===== config.mk =====
export PLATFORM = sky130hd
export DESIGN_NAME = pass_scheduler
export DESIGN_NICKNAME = d
export VERILOG_FILES = /design/src/rtl/pass_sched_pkg.sv /design/src/rtl/pass_addr_gen.sv /design/src/rtl/pass_scheduler.sv
export SDC_FILE = /design/constraint.sdc
export NUM_CORES = 1
export LEC_CHECK = 0
export ABC_AREA = 1
export ABC_CLOCK_PERIOD_IN_PS = 13000
export BUFFER_PORTS_ARGS = -buffer_cell sky130_fd_sc_hd__buf_4
export CAP_MARGIN = 0
export CORE_MARGIN = 2
export CORE_UTILIZATION = 55
export CTS_CLUSTER_DIAMETER = 40
export DETAILED_ROUTE_END_ITERATION = 8
export GPL_TIMING_DRIVEN = 0
export PLACE_DENSITY = 0.79
export SYNTH_ARGS = -nofsm -noshare
export SYNTH_HDL_FRONTEND = slang
export SYNTH_SLANG_ARGS = --single-unit

===== constraint.sdc =====
create_clock -name clk -period 13 [get_ports clk]
set_input_delay 0.65 -clock clk [delete_from_list [all_inputs] [get_ports clk]]
set_output_delay 0.65 -clock clk [all_outputs]
set_load 0.05 [all_outputs]

===== src/rtl/pass_sched_pkg.sv =====
// pass_sched_pkg: shared state encoding and default widths for the layer pass scheduler.
package pass_sched_pkg;
   localparam int PS_ADDR_W = 32;
   localparam int PS_CH_W = 10;
   localparam int BYTES_PER_PSUM = 4;
   typedef enum logic [2:0] {IDLE, CHECK, LAUNCH, WAIT, NEXT, DONE} state_t;
endpackage


===== src/rtl/pass_addr_gen.sv =====
// pass_addr_gen: per-pass base-address accumulators; c steps move ifmap, m steps move bias/opsum,
// and every pass step moves the filter pointer. All sums wrap modulo 2^ADDR_W.
module pass_addr_gen import pass_sched_pkg::*; #(
   parameter int ADDR_W = PS_ADDR_W
) (
   input  logic              clk,
   input  logic              rst,
   input  logic              init_i,
   input  logic              step_c_i,
   input  logic              step_m_i,
   input  logic              wrap_i,
   input  logic [ADDR_W-1:0] filter_base_i,
   input  logic [ADDR_W-1:0] ifmap_base_i,
   input  logic [ADDR_W-1:0] bias_base_i,
   input  logic [ADDR_W-1:0] opsum_base_i,
   input  logic [ADDR_W-1:0] filter_stride_i,
   input  logic [ADDR_W-1:0] ifmap_stride_i,
   input  logic [ADDR_W-1:0] opsum_stride_i,
   input  logic [ADDR_W-1:0] bias_stride_i,
   output logic [ADDR_W-1:0] filter_o,
   output logic [ADDR_W-1:0] ifmap_o,
   output logic [ADDR_W-1:0] bias_o,
   output logic [ADDR_W-1:0] opsum_o
);
   logic [ADDR_W-1:0] ifmap_base_q, fs_q, is_q, os_q, bs_q;
   always_ff @(posedge clk or posedge rst)
      if (rst) begin
         {filter_o, ifmap_o, bias_o, opsum_o} <= '0;
         {ifmap_base_q, fs_q, is_q, os_q, bs_q} <= '0;
      end else if (init_i) begin
         filter_o <= filter_base_i;
         ifmap_o <= ifmap_base_i;
         bias_o <= bias_base_i;
         opsum_o <= opsum_base_i;
         ifmap_base_q <= ifmap_base_i;
         fs_q <= filter_stride_i;
         is_q <= ifmap_stride_i;
         os_q <= opsum_stride_i;
         bs_q <= bias_stride_i;
      end else begin
         if (step_c_i || step_m_i) filter_o <= filter_o + fs_q;
         if (wrap_i) ifmap_o <= ifmap_base_q;
         else if (step_c_i) ifmap_o <= ifmap_o + is_q;
         if (step_m_i) begin
            bias_o <= bias_o + bs_q;
            opsum_o <= opsum_o + os_q;
         end
      end
endmodule


===== src/rtl/pass_scheduler.sv =====
// pass_scheduler: splits a conv layer into (m outer, c inner) passes and sequences the pass controller.
// Define PASS_SCHED_PERF_EN to add the perf_cycles/perf_passes counters.
module pass_scheduler import pass_sched_pkg::*; #(
   parameter int ADDR_W = PS_ADDR_W,
   parameter int CH_W = PS_CH_W
) (
   input  logic              clk,
   input  logic              rst,
   input  logic              start,
   input  logic [CH_W-1:0]   layer_M,
   input  logic [CH_W-1:0]   layer_C,
   input  logic [2:0]        p,
   input  logic [2:0]        q,
   input  logic [2:0]        r,
   input  logic [2:0]        t,
   input  logic [ADDR_W-1:0] filter_base,
   input  logic [ADDR_W-1:0] ifmap_base,
   input  logic [ADDR_W-1:0] bias_base,
   input  logic [ADDR_W-1:0] opsum_base,
   input  logic [ADDR_W-1:0] filter_stride,
   input  logic [ADDR_W-1:0] ifmap_stride,
   input  logic [ADDR_W-1:0] opsum_stride,
   output logic              pass_start,
   input  logic              pass_done,
   output logic              bias_ipsum_sel,
   output logic [ADDR_W-1:0] filter_baseaddr,
   output logic [ADDR_W-1:0] ifmap_baseaddr,
   output logic [ADDR_W-1:0] bias_baseaddr,
   output logic [ADDR_W-1:0] opsum_baseaddr,
   output logic              busy,
   output logic              layer_done,
   output logic              cfg_err
`ifdef PASS_SCHED_PERF_EN
   ,
   output logic [31:0]       perf_cycles,
   output logic [15:0]       perf_passes
`endif
);
   state_t state_q;
   logic [CH_W-1:0] c_q, m_rem_q, c_rem_q;
   logic [5:0] pt_q, qr_q, pt_d, qr_d;
   logic init, last_c, last_m, step_c, step_m;
   assign pt_d = {3'b0, p} * {3'b0, t};
   assign qr_d = {3'b0, q} * {3'b0, r};
   assign init = state_q == IDLE && start;
   // Group counting by subtraction: the last group is the one whose remainder fits in one pass.
   assign last_c = c_rem_q <= CH_W'(qr_q);
   assign last_m = m_rem_q <= CH_W'(pt_q);
   assign step_c = state_q == NEXT && !last_c;
   assign step_m = state_q == NEXT && last_c && !last_m;
   always_ff @(posedge clk or posedge rst)
      if (rst) begin
         state_q <= IDLE;
         {c_q, m_rem_q, c_rem_q, pt_q, qr_q} <= '0;
         {pass_start, bias_ipsum_sel, busy, layer_done, cfg_err} <= '0;
      end else begin
         pass_start <= 1'b0;
         layer_done <= 1'b0;
         case (state_q)
            IDLE: if (start) begin
               state_q <= CHECK;
               c_q <= layer_C;
               m_rem_q <= layer_M;
               c_rem_q <= layer_C;
               pt_q <= pt_d;
               qr_q <= qr_d;
               bias_ipsum_sel <= 1'b1;
               busy <= 1'b1;
               cfg_err <= 1'b0;
            end
            CHECK: begin
               if (m_rem_q == '0 || c_rem_q == '0 || pt_q == '0 || qr_q == '0) begin
                  state_q <= DONE;
                  cfg_err <= 1'b1;
                  layer_done <= 1'b1;
               end else begin
                  state_q <= LAUNCH;
                  pass_start <= 1'b1;
               end
            end
            LAUNCH: state_q <= WAIT;
            WAIT: if (pass_done) state_q <= NEXT;
            NEXT: begin
               if (last_c && last_m) begin
                  state_q <= DONE;
                  layer_done <= 1'b1;
               end else begin
                  state_q <= LAUNCH;
                  pass_start <= 1'b1;
               end
               c_rem_q <= last_c ? c_q : c_rem_q - CH_W'(qr_q);
               if (step_m) m_rem_q <= m_rem_q - CH_W'(pt_q);
               bias_ipsum_sel <= last_c;
            end
            DONE: begin
               state_q <= IDLE;
               busy <= 1'b0;
            end
            default: state_q <= IDLE;
         endcase
      end
   pass_addr_gen #(.ADDR_W(ADDR_W)) u_addr (
      .clk(clk),
      .rst(rst),
      .init_i(init),
      .step_c_i(step_c),
      .step_m_i(step_m),
      .wrap_i(step_m),
      .filter_base_i(filter_base),
      .ifmap_base_i(ifmap_base),
      .bias_base_i(bias_base),
      .opsum_base_i(opsum_base),
      .filter_stride_i(filter_stride),
      .ifmap_stride_i(ifmap_stride),
      .opsum_stride_i(opsum_stride),
      .bias_stride_i(ADDR_W'(pt_d) * ADDR_W'(BYTES_PER_PSUM)),
      .filter_o(filter_baseaddr),
      .ifmap_o(ifmap_baseaddr),
      .bias_o(bias_baseaddr),
      .opsum_o(opsum_baseaddr)
   );
`ifdef PASS_SCHED_PERF_EN
   always_ff @(posedge clk or posedge rst)
      if (rst) begin
         perf_cycles <= '0;
         perf_passes <= '0;
      end else if (init) begin
         perf_cycles <= '0;
         perf_passes <= '0;
      end else begin
         if (state_q != IDLE && !(&perf_cycles)) perf_cycles <= perf_cycles + 32'd1;
         if (state_q == WAIT && pass_done && !(&perf_passes)) perf_passes <= perf_passes + 16'd1;
      end
`endif
endmodule


# After elaboration in Yosys (flattened, before gate mapping)
# Index checks and enable logic that the tools add are counted.
dict set report word_totals {
  word_cells 99
  output_inout_bits 133
  in_bits 260
  reg_bits 312
}
dict set report classes {
  n_addsub 6
  n_lt_le_gt_ge 2
  n_eq_ne 9
  n_reduce_logical 28
  multipliers 2
  n_mux 32
}
# operator count
set ops {}
lappend ops {{$mux W32} 9}
lappend ops {{$add A32 B32 Y32} 3}
lappend ops {{$mux W10} 4}
lappend ops {{$pmux W10 S2} 2}
lappend ops {{$add A32 B8 Y32} 1}
lappend ops {{$le A10 B6 Y1} 2}
lappend ops {{$logic_not A10 Y1} 2}
lappend ops {{$sub A10 B6 Y10} 2}
lappend ops {{$pmux W3 S5} 1}
lappend ops {{$logic_not A6 Y1} 2}
lappend ops {{$mul A3 B3 Y6} 2}
lappend ops {{$mux W3} 4}
lappend ops {{$pmux W1 S2} 5}
lappend ops {{$reduce_bool A2 Y1} 5}
lappend ops {{$reduce_and A2 Y1} 4}
lappend ops {{$mux W1} 7}
lappend ops {{$eq A3 B2 Y1 const B} 2}
lappend ops {{$eq A3 B3 Y1 const B} 2}
lappend ops {{$ne A2 B2 Y1 const B} 3}
lappend ops {{$reduce_and A3 Y1} 2}
lappend ops {{$logic_and A1 B1 Y1} 5}
lappend ops {{$logic_or A1 B1 Y1} 4}
lappend ops {{$eq A3 B1 Y1 const B} 1}
lappend ops {{$logic_not A3 Y1} 1}
lappend ops {{3 further kinds} 4}

# Logic depth before layout (Yosys ltp)
dict set report depth {
  word_depth 6
  depth_mapped 17
  ltp_nobuf 16
}

# By module
# Synthesis repeated with hierarchy kept, for this count alone.
dict set report unflattened {
  hier_cells 3464
  area_unflattened_um2 23585.1
}
# module cells_each seq_area_each_um2 instances area_per_inst_um2
set by_module_without_submodules {}
lappend by_module_without_submodules {pass_addr_gen 2916 7206.9 1 19876.6}
lappend by_module_without_submodules {pass_scheduler 548 1251.2 1 3708.6}

# Worst setup path before layout
# No wires, ideal clock.
dict set report synth_timing {
  path_type {register -> register}
  from {register u_addr.opsum_o[0]}
  to {register u_addr.opsum_o[30]}
  period_less_slack_ps 2427
  required_ps 12882
  arrival_time_ps 2309
  slack_ps 10573
  n_path_buf 0
  setup_ps 118
  stages_incl_launch_ff 16
  path_cell_list {dfrtp_1 -> ha_1 -> inv_1 -> fa_1 -> inv_1 -> nand2_1 -> nand2_1 -> nand2_1 -> o21ai_0 -> nand2_1 -> nand2_1 -> nand2_1 -> nand3_1 -> nand3_1 -> nand2_1 -> nand2_1}
}
dict set report synth_via {
  elab_chain_len 3
}
# element line
set synth_lines {}
lappend synth_lines {{start, declared} pass_addr_gen.sv:23} ;# output logic [ADDR_W-1:0] opsum_o
lappend synth_lines {{start signal, assigned} pass_addr_gen.sv:34} ;# opsum_o <= opsum_base_i;
lappend synth_lines {{start signal, assigned} pass_addr_gen.sv:46} ;# opsum_o <= opsum_o + os_q;
lappend synth_lines {{$add A32 B32 Y32} pass_addr_gen.sv:46}
lappend synth_lines {{$mux W32} pass_addr_gen.sv:44} ;# if (step_m_i) begin
lappend synth_lines {{$mux W32} pass_addr_gen.sv:30} ;# end else if (init_i) begin
# No other way between the ends. The select of a mux whose other input is x is not followed.
# A chain may end at the register's enable or synchronous reset.

# Worst setup path in the final report
dict set report layout_timing {
  from {register pt_q[4]}
  to {register u_addr.filter_o[24]}
}
dict set report layout_via {
  elab_chain_len 5
}
# element line
set layout_lines {}
lappend layout_lines {{start, declared} pass_scheduler.sv:41} ;# logic [5:0] pt_q, qr_q, pt_d, qr_d;
lappend layout_lines {{start signal, assigned} pass_scheduler.sv:65} ;# pt_q <= pt_d;
lappend layout_lines {{$le A10 B6 Y1} pass_scheduler.sv:48} ;# assign last_m = m_rem_q <= CH_W'(pt_q);
lappend layout_lines {{$logic_not A1 Y1} pass_scheduler.sv:50} ;# assign step_m = state_q == NEXT && last_c && !last_m;
lappend layout_lines {{$logic_and A1 B1 Y1} pass_scheduler.sv:50}
lappend layout_lines {{$logic_or A1 B1 Y1} pass_addr_gen.sv:41} ;# if (step_c_i || step_m_i) filter_o <= filter_o + fs_q;
lappend layout_lines {{$reduce_bool A2 Y1 (no source line)} -}
lappend layout_lines {{end signal, assigned} pass_addr_gen.sv:31} ;# filter_o <= filter_base_i;
lappend layout_lines {{end signal, assigned} pass_addr_gen.sv:41}
lappend layout_lines {{end, declared} pass_addr_gen.sv:20} ;# output logic [ADDR_W-1:0] filter_o,
# No other way between the ends.

==> results.cfg <==
[status]
status = finished clean

[clocking]
cts_setup_buffers = 0
cts_buffers = 48
clkTransAtPathRegs_ns = 0.05
cts.htree.levels = 2
cts_resized = 0
cts.sinks = 306
clock_path_buffers = 3
clk-insertion-delay-late_ns = 0.60
cts_tree = yes
cts_hold_buf = 0
root_buffer = clkbuf_16

[placement]
place.gp.congestion = 1.023
port_buffers = 392
placed_cells = 4323
dp_hpwl_microns = 64630

[drt]
vias = 23965
detail-route-antenna-nets = 0
vias_per_cell = 5.429
dr.pass1.iters = 6
drtIter0Drc = 2240
wirelength_microns = 82780
drc = 0
wl_per_cell_microns = 18.75

[power_and_ir_drop]
p_int_mw = 4.028
ir_worst_vdd_v = 0.0001819
switchingPower_mw = 4.634
clkPwrFrac_pct = 15.7
p_leak_nw = 15.75
switching_share_pct = 53.50
combPwrFrac_pct = 63.4
power_mw = 8.662
seq_power_share_pct = 20.8
powerDensity_nw_per_um2 = 315.0

[global_routing]
overflow = 0
grt_pass1_vias = 22566
track_usage_pct = 39.23
antenna_found_initial = 6
grt_pass1_wl_microns = 125200
grt_start_max_net_pins = 112

[worst_setup_path]
cp_common_cell = nand2_1
start_kind = flip-flop
ff2ff_path_depth = 15
cp.arrival_ns = 3.30
worst_setup_path_end_kind = flip-flop
cp_cell_sequence = inv_1 > ha_1 > nand2_1 > inv_1 > nand2_1 > nand2_1 > nor2_1 > nand2_1 > nand2_1 > nand2_2 > a21oi_4 > buf_2 > nor2_1 > nand2_1 > nand2_1
worstPathRequired_ns = 13.48
crit_type = flip-flop to flip-flop
cp_slowest_cell = a21oi_4
slowest_delay_ns = 0.45
crit_fanout = 10

[logic_synthesis]
yosysUniqueCellTypes = 43
syn_inst = 3404
syn_nets = 3795
yosysSeqAreaShare_pct = 34.59
synth_area_per_cell_sq_um = 6.503
synth-warning-count = 0
syn_area_sq_um = 22140
ys_ff_latch = 306

[sta]
setup_viol = 0
period_needed_ns = 2.822
maxSlewViolCount = 0
fmax_mhz = 354.4
skew_ns = 0.01298
fin_crit_sh_pct = 21.70
rsz0062_at_grt = false
fin_setup_tns_ns = 0
whs_ns = 0.1418
maxSlewHeadroom_pct = 25.67
tightest_slew_ns = 1.115
finalHoldViolCount = 0

[floorplan]
dieArea_sq_um = 41870
coreArea_sq_um = 39730
ios = 393
rows = 73
die_h_microns = 204.6
fp.dieW_microns = 204.6
initial_utilization_pct = 55.71

[layout]
synthToLayoutAreaGrowth_pct = 24.24
fin_util_pct = 69.22
layout-drive-gt1-share_pct = 15.39
fin_cells = 4414
fin_nets = 4239
layout_commonest_cell = nand2_1
final_cell_mix = 1427 x nand2_1, 420 x inv_1, 400 x buf_4

[worst_hold_path]
hold_path.class = primary input to async pin

[job]
maxCapViolCount = 0
## critical path, delay by kind of cell, from the launching register on
family / cells / cell delay, ns
flip-flops: 1 / 0.41
AND/OR/NAND/NOR: 10 / 0.91
buffers and inverters: 3 / 0.57
AO/OA/AOI/OAI: 1 / 0.45
adder cells (fa/ha/maj): 1 / 0.35
## power groups by stage
stage          logic [mW]  clock network [mW]  registers (mW)
6_report             5.49                1.36            1.80
4_1_cts              5.41                1.37            1.79
3_3_place_gp         5.32                   0            1.79
5_1_grt              6.06                1.41            1.85
2_1_floorplan        3.25                   0            2.33
3_5_place_dp         5.37                   0            1.79
## state kept, by name, indices dropped and copies added, names as in the netlist
signal / flops
bias_ipsum_sel: 1
busy: 1
c_q: 10
c_rem_q: 10
cfg_err: 1
layer_done: 1
m_rem_q: 10
pass_start: 1
pt_q: 6
qr_q: 6
state_q: 3
u_addr.bias_o: 32
u_addr.filter_o: 32
u_addr.fs_q: 32
u_addr.ifmap_base_q: 32
u_addr.ifmap_o: 32
u_addr.is_q: 32
u_addr.opsum_o: 32
u_addr.os_q: 32
## Yosys cell counts
master     count  area, sq um
a211oi_1       1        7.510
a21o_1         2        15.01
a21oi_1      124        620.6
a21oi_4        1        16.27
a22oi_1        2        15.01
a31oi_1       31        193.9
and2_1         4        25.02
and3_1         2        12.51
buf_1          3        11.26
buf_2         55        275.3
buf_4          8        60.06
buf_6          6        67.56
clkbuf_1      21        78.83
dfrtp_1      306         7657
fa_1          10        200.2
ha_1         121         1514
inv_1        421         1580
inv_2          3        11.26
inv_4          1        6.260
nand2_1     1427         5356
nand2_2        7        43.79
nand2_4        2        22.52
nand3_1      187        935.9
nand3_2        2        20.02
nand3b_1      18        135.1
nand4_1       58        362.9
nor2_1       310         1164
nor2_2         6        37.54
nor3_1        24        120.1
nor3_2         3        30.03
nor3b_1        1        7.510
nor4_1         2        12.51
o2111ai_1      3        26.28
o211ai_1       7        52.55
o21a_1         2        15.01
o21ai_0      101        505.5
o21ai_1        4        20.02
o21ai_2        4        35.03
o21bai_1      14        105.1
o22ai_1       27        168.9
or2_2         19        118.9
xnor2_1       24        210.2
xor2_1        30        262.8
## routing by layer
metal  part of all wire [%]  vias to the layer above  routed length (microns)  track usage [%]
li1                       -                    11615                        -                -
met1                     41                    11060                    33890            51.20
met2                     44                     1062                    36710            61.88
met3                    8.7                      226                     7227            6.936
met4                    6.0                        2                     4928            21.40
met5                  0.013                        -                       11                0
## cells by family after synthesis
kind of cell | share of synthesized area (%)
AND/OR/NAND/NOR | 37.97
buffers and inverters | 9.445
AO/OA/AOI/OAI | 8.117
flip-flops | 34.59
adder cells (fa/ha/maj) | 7.744
XOR/XNOR | 2.137
## worst paths after layout
check | end | slack, ns | from
worst max-delay path | u_addr.filter_o[24] | 10.18 | pt_q[4]
worst min-delay path | u_addr.fs_q[12] | 0.14 | rst
worst max register to register | u_addr.filter_o[24] | 10.18 | pt_q[4]
worst min register to register | u_addr.ifmap_base_q[10] | 0.47 | u_addr.ifmap_base_q[10]
max in group asynchronous | u_addr.ifmap_base_q[6] | 11.37 | rst
min in group clk | u_addr.is_q[28] | 0.24 | ifmap_stride[28]
## layout make-up
type	count	area (sq um)
antenna	4	10.01
inverter	425	1605
clock buffer	57	1315
timing repair buffer	394	2998
clock inverter	30	379.1
buffer	93	493.0
tap	525	656.9
multi-input combinational	2580	12390
fill	3529	12230
sequential	306	7657
## metrics by stage
stage                     setup WS (ns)  area [sq um]
after global routing              10.03         27500
final                             10.18         27500
after CTS                         10.31         27490
after floorplan                   3.891         22140
after detailed placement          10.20         25800
after global placement           0.5925         25740
Power figures use the tool's default switching activity.
